### config.mk
export PLATFORM = sky130hd
export DESIGN_NAME = rom_burst_reader
export DESIGN_NICKNAME = d
export VERILOG_FILES = /design/src/rtl/rom_burst_reader.sv
export SDC_FILE = /design/constraint.sdc
export NUM_CORES = 1
export LEC_CHECK = 0
export ABC_AREA = 1
export BUFFER_PORTS_ARGS = -buffer_cell sky130_fd_sc_hd__buf_2
export CELL_PAD_IN_SITES_DETAIL_PLACEMENT = 1
export CELL_PAD_IN_SITES_GLOBAL_PLACEMENT = 1
export CORE_UTILIZATION = 37
export CTS_CLUSTER_SIZE = 30
export DETAILED_ROUTE_END_ITERATION = 8
export PLACE_DENSITY_LB_ADDON = 0.12
export SLEW_MARGIN = 10
export SYNTH_ARGS = -nofsm -noshare
export SYNTH_HDL_FRONTEND = slang
export SYNTH_SLANG_ARGS = --single-unit
### constraint.sdc
create_clock -name clk -period 1.8 [get_ports clk]
set_clock_uncertainty 0.2 [all_clocks]
set_input_delay 0.36 -clock clk [delete_from_list [all_inputs] [get_ports clk]]
set_output_delay 0.36 -clock clk [all_outputs]
set_load 0.02 [all_outputs]
### src/rtl/rom_burst_reader.sv
// rom_burst_reader: arithmetic-sequence table streamed out as bursts over a registered valid/ready port.
// Addresses wrap at 2**ADDR_W; bursts longer than the table repeat words.
module rom_burst_reader #(
    parameter int DATA_W    = 8,
    parameter int ADDR_W    = 4,
    parameter int INIT_BASE = 1,
    parameter int INIT_STEP = 2
) (
    input  logic              clk,
    input  logic              rst_n,
    input  logic              start,
    input  logic [ADDR_W-1:0] start_addr,
    input  logic [ADDR_W:0]   burst_len,
    input  logic              abort,
    output logic [DATA_W-1:0] out_data,
    output logic              out_valid,
    input  logic              out_ready,
    output logic              out_last,
    output logic              busy,
    output logic              done
);
    typedef enum logic {IDLE, STREAM} state_t;

    localparam logic [ADDR_W:0] LEN_ONE = (ADDR_W+1)'(1);
    localparam logic [ADDR_W:0] LEN_TWO = (ADDR_W+1)'(2);

    state_t            r_state, w_state;
    logic [ADDR_W-1:0] r_addr, w_addr;
    logic [ADDR_W:0]   r_rem, w_rem;
    logic [DATA_W-1:0] r_data, w_data;
    logic              r_valid, w_valid, r_last, w_last, r_busy, w_busy, r_done, w_done;

    // Table contents are computed rather than stored; wrap at DATA_W is intended.
    function automatic logic [DATA_W-1:0] rom(input logic [ADDR_W-1:0] a);
        return DATA_W'(INIT_BASE) + DATA_W'(INIT_STEP) * DATA_W'(a);
    endfunction

    always_ff @(posedge clk or negedge rst_n) begin
        if (!rst_n) begin
            r_state <= IDLE;
            r_addr  <= '0;
            r_rem   <= '0;
            r_data  <= '0;
            r_valid <= 1'b0;
            r_last  <= 1'b0;
            r_busy  <= 1'b0;
            r_done  <= 1'b0;
        end else begin
            r_state <= w_state;
            r_addr  <= w_addr;
            r_rem   <= w_rem;
            r_data  <= w_data;
            r_valid <= w_valid;
            r_last  <= w_last;
            r_busy  <= w_busy;
            r_done  <= w_done;
        end
    end

    always_comb begin
        w_state = r_state;
        w_addr  = r_addr;
        w_rem   = r_rem;
        w_data  = r_data;
        w_valid = r_valid;
        w_last  = r_last;
        w_busy  = r_busy;
        w_done  = 1'b0;
        if (r_state == IDLE) begin
            // abort in IDLE suppresses a coincident start
            if (start && !abort && burst_len != '0) begin
                w_addr  = start_addr + 1'b1;
                w_data  = rom(start_addr);
                w_rem   = burst_len;
                w_valid = 1'b1;
                w_last  = (burst_len == LEN_ONE);
                w_busy  = 1'b1;
                w_state = STREAM;
            end
        end else if (abort) begin
            w_valid = 1'b0;
            w_last  = 1'b0;
            w_busy  = 1'b0;
            w_state = IDLE;
        end else if (r_valid && out_ready) begin
            if (r_rem > LEN_ONE) begin
                w_data = rom(r_addr);
                w_addr = r_addr + 1'b1;
                w_rem  = r_rem - 1'b1;
                w_last = (r_rem == LEN_TWO);
            end else begin
                w_valid = 1'b0;
                w_last  = 1'b0;
                w_busy  = 1'b0;
                w_done  = 1'b1;
                w_state = IDLE;
            end
        end
    end

    assign out_data  = r_data;
    assign out_valid = r_valid;
    assign out_last  = r_last;
    assign busy      = r_busy;
    assign done      = r_done;
endmodule

After elaboration in Yosys (flattened, before gate mapping)
Index checks and enable logic that the tools add are counted.
Storage, ports and cells
  logic and storage cells: 63
  register bits: 21
Cells by class
  multiplexer cells: 34
  order comparisons: 1
  reduce and logical (&&, ||, !) cells: 9
  eq/ne operators: 7
  add/sub/neg operators: 5
Operator list (count)
  8-bit two-way mux: 5
  5-bit two-way mux: 5
  4-bit two-way mux: 5
  1-bit two-way mux: 19
  1-bit by 5-bit adder with 6-bit output, first input constant: 2
  4-bit by 1-bit adder with 4-bit output, second input constant: 2
  5-bit by 1-bit == test with 1-bit output, second input constant: 1
  5-bit by 2-bit == test with 1-bit output, second input constant: 1
  5-bit by 1-bit > comparator with 1-bit output, second input constant: 1
  5-bit nonzero test: 1
  5-bit by 1-bit subtractor with 5-bit output, second input constant: 1
  2-bit by 1-bit inequality test with 1-bit output, second input constant: 2
  4-bit AND reduction: 1
  1-bit logical AND: 3
  3-bit by 2-bit inequality test with 1-bit output, second input constant: 1
  3-bit inequality test, second input constant: 1
  3-bit AND reduction: 1
  2-bit inequality test, second input constant: 1
  2-bit AND reduction: 1
  2-bit nonzero test: 1
  1-bit zero test: 1

Logic depth before layout (Yosys ltp)
  depth after elaboration: 5
  mapped depth: 10
  depth with buffers taken out: 9

Worst setup path before layout
Ideal clock, no wire load.
  path type: register -> register
  from: register r_rem[1]
  to: register r_data[1], in the netlist out_data[1]
  path slack: 0.174 ns
  cell stages (with the launch flop): 11
  library setup time: 0.117 ns
  arrival: 1.309 ns
  buffers on the path: 1
  data required time: 1.483 ns
  cell sequence: dfrtp_1 > inv_1 > ha_1 > o21bai_2 > nand2_1 > nand2_1 > nand2_2 > nand2_4 > buf_6 > nand2_1 > nand2_1
On the way
  longest elaborated chain between the ends: 3
RTL lines
  start, declared: line 29  | logic [ADDR_W:0] r_rem, w_rem;
  start signal, assigned: line 51  | r_rem <= w_rem;
  5-bit by 1-bit > comparator with 1-bit output: line 86  | if (r_rem > LEN_ONE) begin
  2-bit by 1-bit inequality test with 1-bit output (no source line)
  4-bit AND reduction (no source line)
  end signal, assigned: line 52  | r_data <= w_data;
  end, declared: line 30  | logic [DATA_W-1:0] r_data, w_data;
Every way passes these cells.
A chain may end at the register's enable or synchronous reset.

Worst setup path in the final report
Ends and elaborated chain as after synthesis.

==> reports/results.md <==
| Stage | Item | Reported |
|:---|:---|:---|
| power | Pwr/cell area | 1197 mW/mm² |
| cells and area | Non-filler cells, final | 221 |
| synth | EDFF count, synth | 0 |
| routing | Final wirelength | 2.823 mm |
| min path | Hold crit path type | in2reg |
| grt | Total global-route track usage | 0.1945 |
| place | Final Wtd Congestion | 0.7811 |
| sta | Share of the cycle needed by the critical path after routing | 0.9637 |
| cts | H-Tree Depth | 1 |
| power | Cell internal power dissipation | 922.9 µW |
| routing | Via count normalized by instance count | 5.023 |
| synth | Synth cell types | 20 |
| floorplanning | Starting Density | 0.4061 |
| outcome | Result of the run | finished, violations left |
| min path | Min-delay src | abort |
| sta | Hold violation total from the final report | 0 |
| cts | Buffer type at the clock tree root | sky130_fd_sc_hd__clkbuf_4 |
| grt | Number of global-route vias before repair | 1106 |
| min path | Worst-case hold path end point | done |
| worst setup path | Data required time at the worst endpoint | 1.84 ns |
| worst setup path | Critical path class | reg2reg |
| sta | Upper clock frequency limit | 576.5 MHz |
| sta | Number of slew-limit violations in the final report | 0 |
| sta | Setup slack after layout | 0.06529 ns |
| routing | Detailed-routing iteration count for the pre-antenna-repair pass | 6 |
| power | Fraction of power consumed by combinational cells | 0.444 |
| cts | Maximum clock path buffer count | 2 |
| place | Post-DP HPWL | 2.203 mm |
| worst setup path | Crit path arrival time | 1.77 ns |
| routing | Overall via count from detail_route | 1110 |
| worst setup path | Top fanout value on the critical path | 7 |
| cells and area | Layout Utilization | 0.4754 |
| synth | Avg Synthesized Cell Area | 7.022 µm² |
| worst setup path | Worst Path Buf+Inv | 2 |
| grt | Maximum number of pins on one net before global-route repair | 19 |
| floorplanning | Die Area | 0.003359 mm² |
| synth | Most common flop cell mapped by yosys | sky130_fd_sc_hd__dfrtp_1 |
| worst setup path | Cell-by-cell trace of the critical path | inv_2 -> ha_1 -> o21bai_2 -> nand2_1 -> nand2_1 -> nand2_4 -> buf_6 -> nand3_1 -> nand2_1 |
| power | Switching power as a share of total power | 0.4314 |
| synth | Number of warnings printed during yosys synthesis | 0 |
| routing | Routed length per placed instance | 12.77 µm |
| grt | Initial antenna violation count | 0 |
| min path | Hold depth | 4 |
| cells and area | Area growth, synth to finish | 17.06% |
| synth | Cells after Synth | 165 |
| sta | RSZ-0062 raised after global routing | true |
| worst setup path | Most used cell along the critical path | sky130_fd_sc_hd__nand2_1 |
| worst setup path | Slowest stage delay, CP | 0.44 ns |
| floorplanning | Cell row count | 19 |
| cts | Number of clock sinks seen by CTS | 18 |
| cells and area | Fraction of layout cells with a size suffix above 1 | 0.2263 |
| synth | Post-synthesis cell area | 0.001159 mm² |
| floorplanning | I/O pin count | 26 |
| synth | Fraction of registers with async set or reset after synthesis | 1.000 |
| sta | Final worst path period need | 1.735 ns |
| routing | DRT iter0 DRCs | 22 |
| routing | Antenna violation net count after detailed routing | 0 |
| place | DP Worst Slack | 0.03862 ns |
| worst setup path | Cell type group with the largest total delay on the critical path | simple AND/OR/NAND/NOR gates |
| power | Static Leakage | 0.7986 nW |
| worst setup path | Cell with the largest stage delay on the worst path | sky130_fd_sc_hd__dfrtp_1 |
| worst setup path | End of the worst register-to-register path | out_data[1] |
| cts | Clock network latency to the later pin of the worst-skew pair | 0.30 ns |
| grt | First-pass GRT wire length | 4.995 mm |
| floorplanning | Die height | 57.96 µm |
| sta | Number of failing setup endpoints in the final timing report | 0 |
| routing | Number of remaining DRC errors | 3 |
| synth | Register bit total from synthesis | 18 |
| worst setup path | Cell depth of the worst flop-to-flop path | 9 |
| place | Cell count after placement | 214 |
| flow run | Number of violations of the max-capacitance limit | 0 |
| outcome | Violations in the final reports | design-rule violations |
| cells and area | # nets final | 209 |
| power | Worst ir drop on vdd | 540.1 µV |
| power | Part of the total power dissipated in the clock network | 0.158 |
| worst setup path | Nature of the critical path endpoint | flop |
| cts | CTS tree | yes |
| cts | Clock Pin Slew Worst Setup and Hold Paths | 0.11 ns |
| power | Net switching component of the power | 700.3 µW |
| power | Seq pwr share | 0.398 |
| sta | Worst-case hold slack | 0.1616 ns |
| place | Number of buffers added on ports | 22 |
| floorplanning | Core footprint | 0.002853 mm² |
| worst setup path | R2r setup slk | 0.07 ns |
| cts | Inserted Clock Buffers | 3 |
| grt | Overall overflow remaining after global route | 0 |
| floorplanning | X dimension of the die | 57.96 µm |
| power | Total power consumption of the routed design | 1.623 mW |
| worst setup path | Worst reg2reg startpoint | r_rem[1] |
| synth | Register area share after synthesis | 0.3888 |
| worst setup path | Startpoint kind of the worst setup timing path | flop |
| cells and area | Antenna diode count | 0 |
==> worst min-delay path, stage by stage <==
cell and delay (ns):
sky130_fd_sc_hd__buf_2 0.12, sky130_fd_sc_hd__nor2_4 0.06, sky130_fd_sc_hd__inv_2 0.05, sky130_fd_sc_hd__nor2_1 0.05
==> worst max-delay path by stage <==
stage	from	endpoint	slack (ns)	depth (start not counted)
finish	r_rem[1]	out_data[1]	0.07	9
CTS	r_rem[1]	out_data[3]	0.05	9
global route	r_rem[1]	out_data[3]	-0.04	9
global placement	burst_len[2]	r_addr[3]	0.08	8
floorplan	r_rem[1]	out_data[1]	0.17	10
detailed placement	burst_len[2]	out_data[3]	0.04	8
==> layer usage <==
layer,part of all wire,wire length (µm),vias to the layer above,GRT usage
met1,0.47,1327,524,0.2571
met5,0,0,-,0
met2,0.48,1363,27,0.3300
met3,0.040,113,2,0.04688
li1,-,-,557,-
met4,0.0067,19,0,0.03061
==> placed cells by master, fill, tap and decap left out, types with 3 or more instances in the layout <==
| cell | instances |
|---|---|
| sky130_fd_sc_hd__nand2_1 | 69 |
| sky130_fd_sc_hd__buf_2 | 22 |
| sky130_fd_sc_hd__nand3_1 | 21 |
| sky130_fd_sc_hd__dfrtp_1 | 18 |
| sky130_fd_sc_hd__inv_1 | 12 |
| sky130_fd_sc_hd__nor2_1 | 9 |
| sky130_fd_sc_hd__o21ai_0 | 4 |
| sky130_fd_sc_hd__ha_1 | 4 |
| sky130_fd_sc_hd__inv_2 | 3 |
| sky130_fd_sc_hd__nand2_2 | 3 |
| sky130_fd_sc_hd__nand4_1 | 3 |
| sky130_fd_sc_hd__conb_1 | 3 |
| sky130_fd_sc_hd__clkbuf_4 | 3 |
| sky130_fd_sc_hd__buf_4 | 3 |
==> power by group through the flow <==
stage	logic [mW]	clock network [mW]	registers, mW
floorplan	0.473	0	0.672
global placement	0.656	0	0.646
detailed placement	0.683	0	0.652
CTS	0.685	0.268	0.647
global route	0.833	0.281	0.669
finish	0.721	0.256	0.646
==> area by class of cell <==
type | count | area [µm²]
clock buffers | 4 | 36.28
flip-flops and latches | 18 | 450.4
multi-input cells | 124 | 603.1
repair buffers | 28 | 165.2
inverters | 16 | 62.56
fillers | 386 | 1496
well taps | 31 | 38.79
==> per-stage QoR <==
stage,instance area [µm²],TNS (ns)
floorplan,1166,0
global placement,1271,0
detailed placement,1271,0
CTS,1318,0
global route,1356,-0.2250
finish,1356,0
==> cell families (layout without fill, tap and decap cells) <==
| group | after synthesis | count (layout) | share of synthesized area |
|---|---|---|---|
| and+or+nand+nor | 110 | 110 | 0.4168 |
| buffers and inverters | 25 | 48 | 0.1091 |
| DFF | 18 | 18 | 0.3888 |
| AOI/OAI and AO/OA | 6 | 6 | 0.03131 |
| adders and majority gates | 4 | 4 | 0.04320 |
| other | 1 | 3 | 0.003237 |
| xor gates and xnor gates | 1 | 1 | 0.007561 |
==> what timing repair did <==
item                                    in CTS  in global routing
hold buffers                                 1                  0
hold endpoints to repair                    18                  0
buffers inserted                             0                  2
endpoints found under the setup margin       0                 13
gates resized for setup                      0                  6
==> cells in the mapped netlist (2+ instances only) <==
cell / n / share of area
sky130_fd_sc_hd__nand2_1: 69 / 0.22
sky130_fd_sc_hd__nand3_1: 21 / 0.091
sky130_fd_sc_hd__dfrtp_1: 18 / 0.39
sky130_fd_sc_hd__inv_1: 13 / 0.042
sky130_fd_sc_hd__nor2_1: 9 / 0.029
sky130_fd_sc_hd__buf_4: 6 / 0.039
sky130_fd_sc_hd__ha_1: 4 / 0.043
sky130_fd_sc_hd__nand2_2: 4 / 0.022
sky130_fd_sc_hd__o21ai_0: 4 / 0.017
sky130_fd_sc_hd__inv_2: 3 / 0.0097
sky130_fd_sc_hd__nand4_1: 3 / 0.016
sky130_fd_sc_hd__buf_2: 2 / 0.0086
sky130_fd_sc_hd__nor2_4: 2 / 0.019
==> state kept, by name (all words and copies together), names as in the netlist <==
| signal | count |
|---|---|
| r_state | 1 |
| done | 1 |
| r_rem | 5 |
| r_addr | 4 |
| out_data | 5 |
| busy | 1 |
| out_last | 1 |
(Power assumes the default switching activity.)
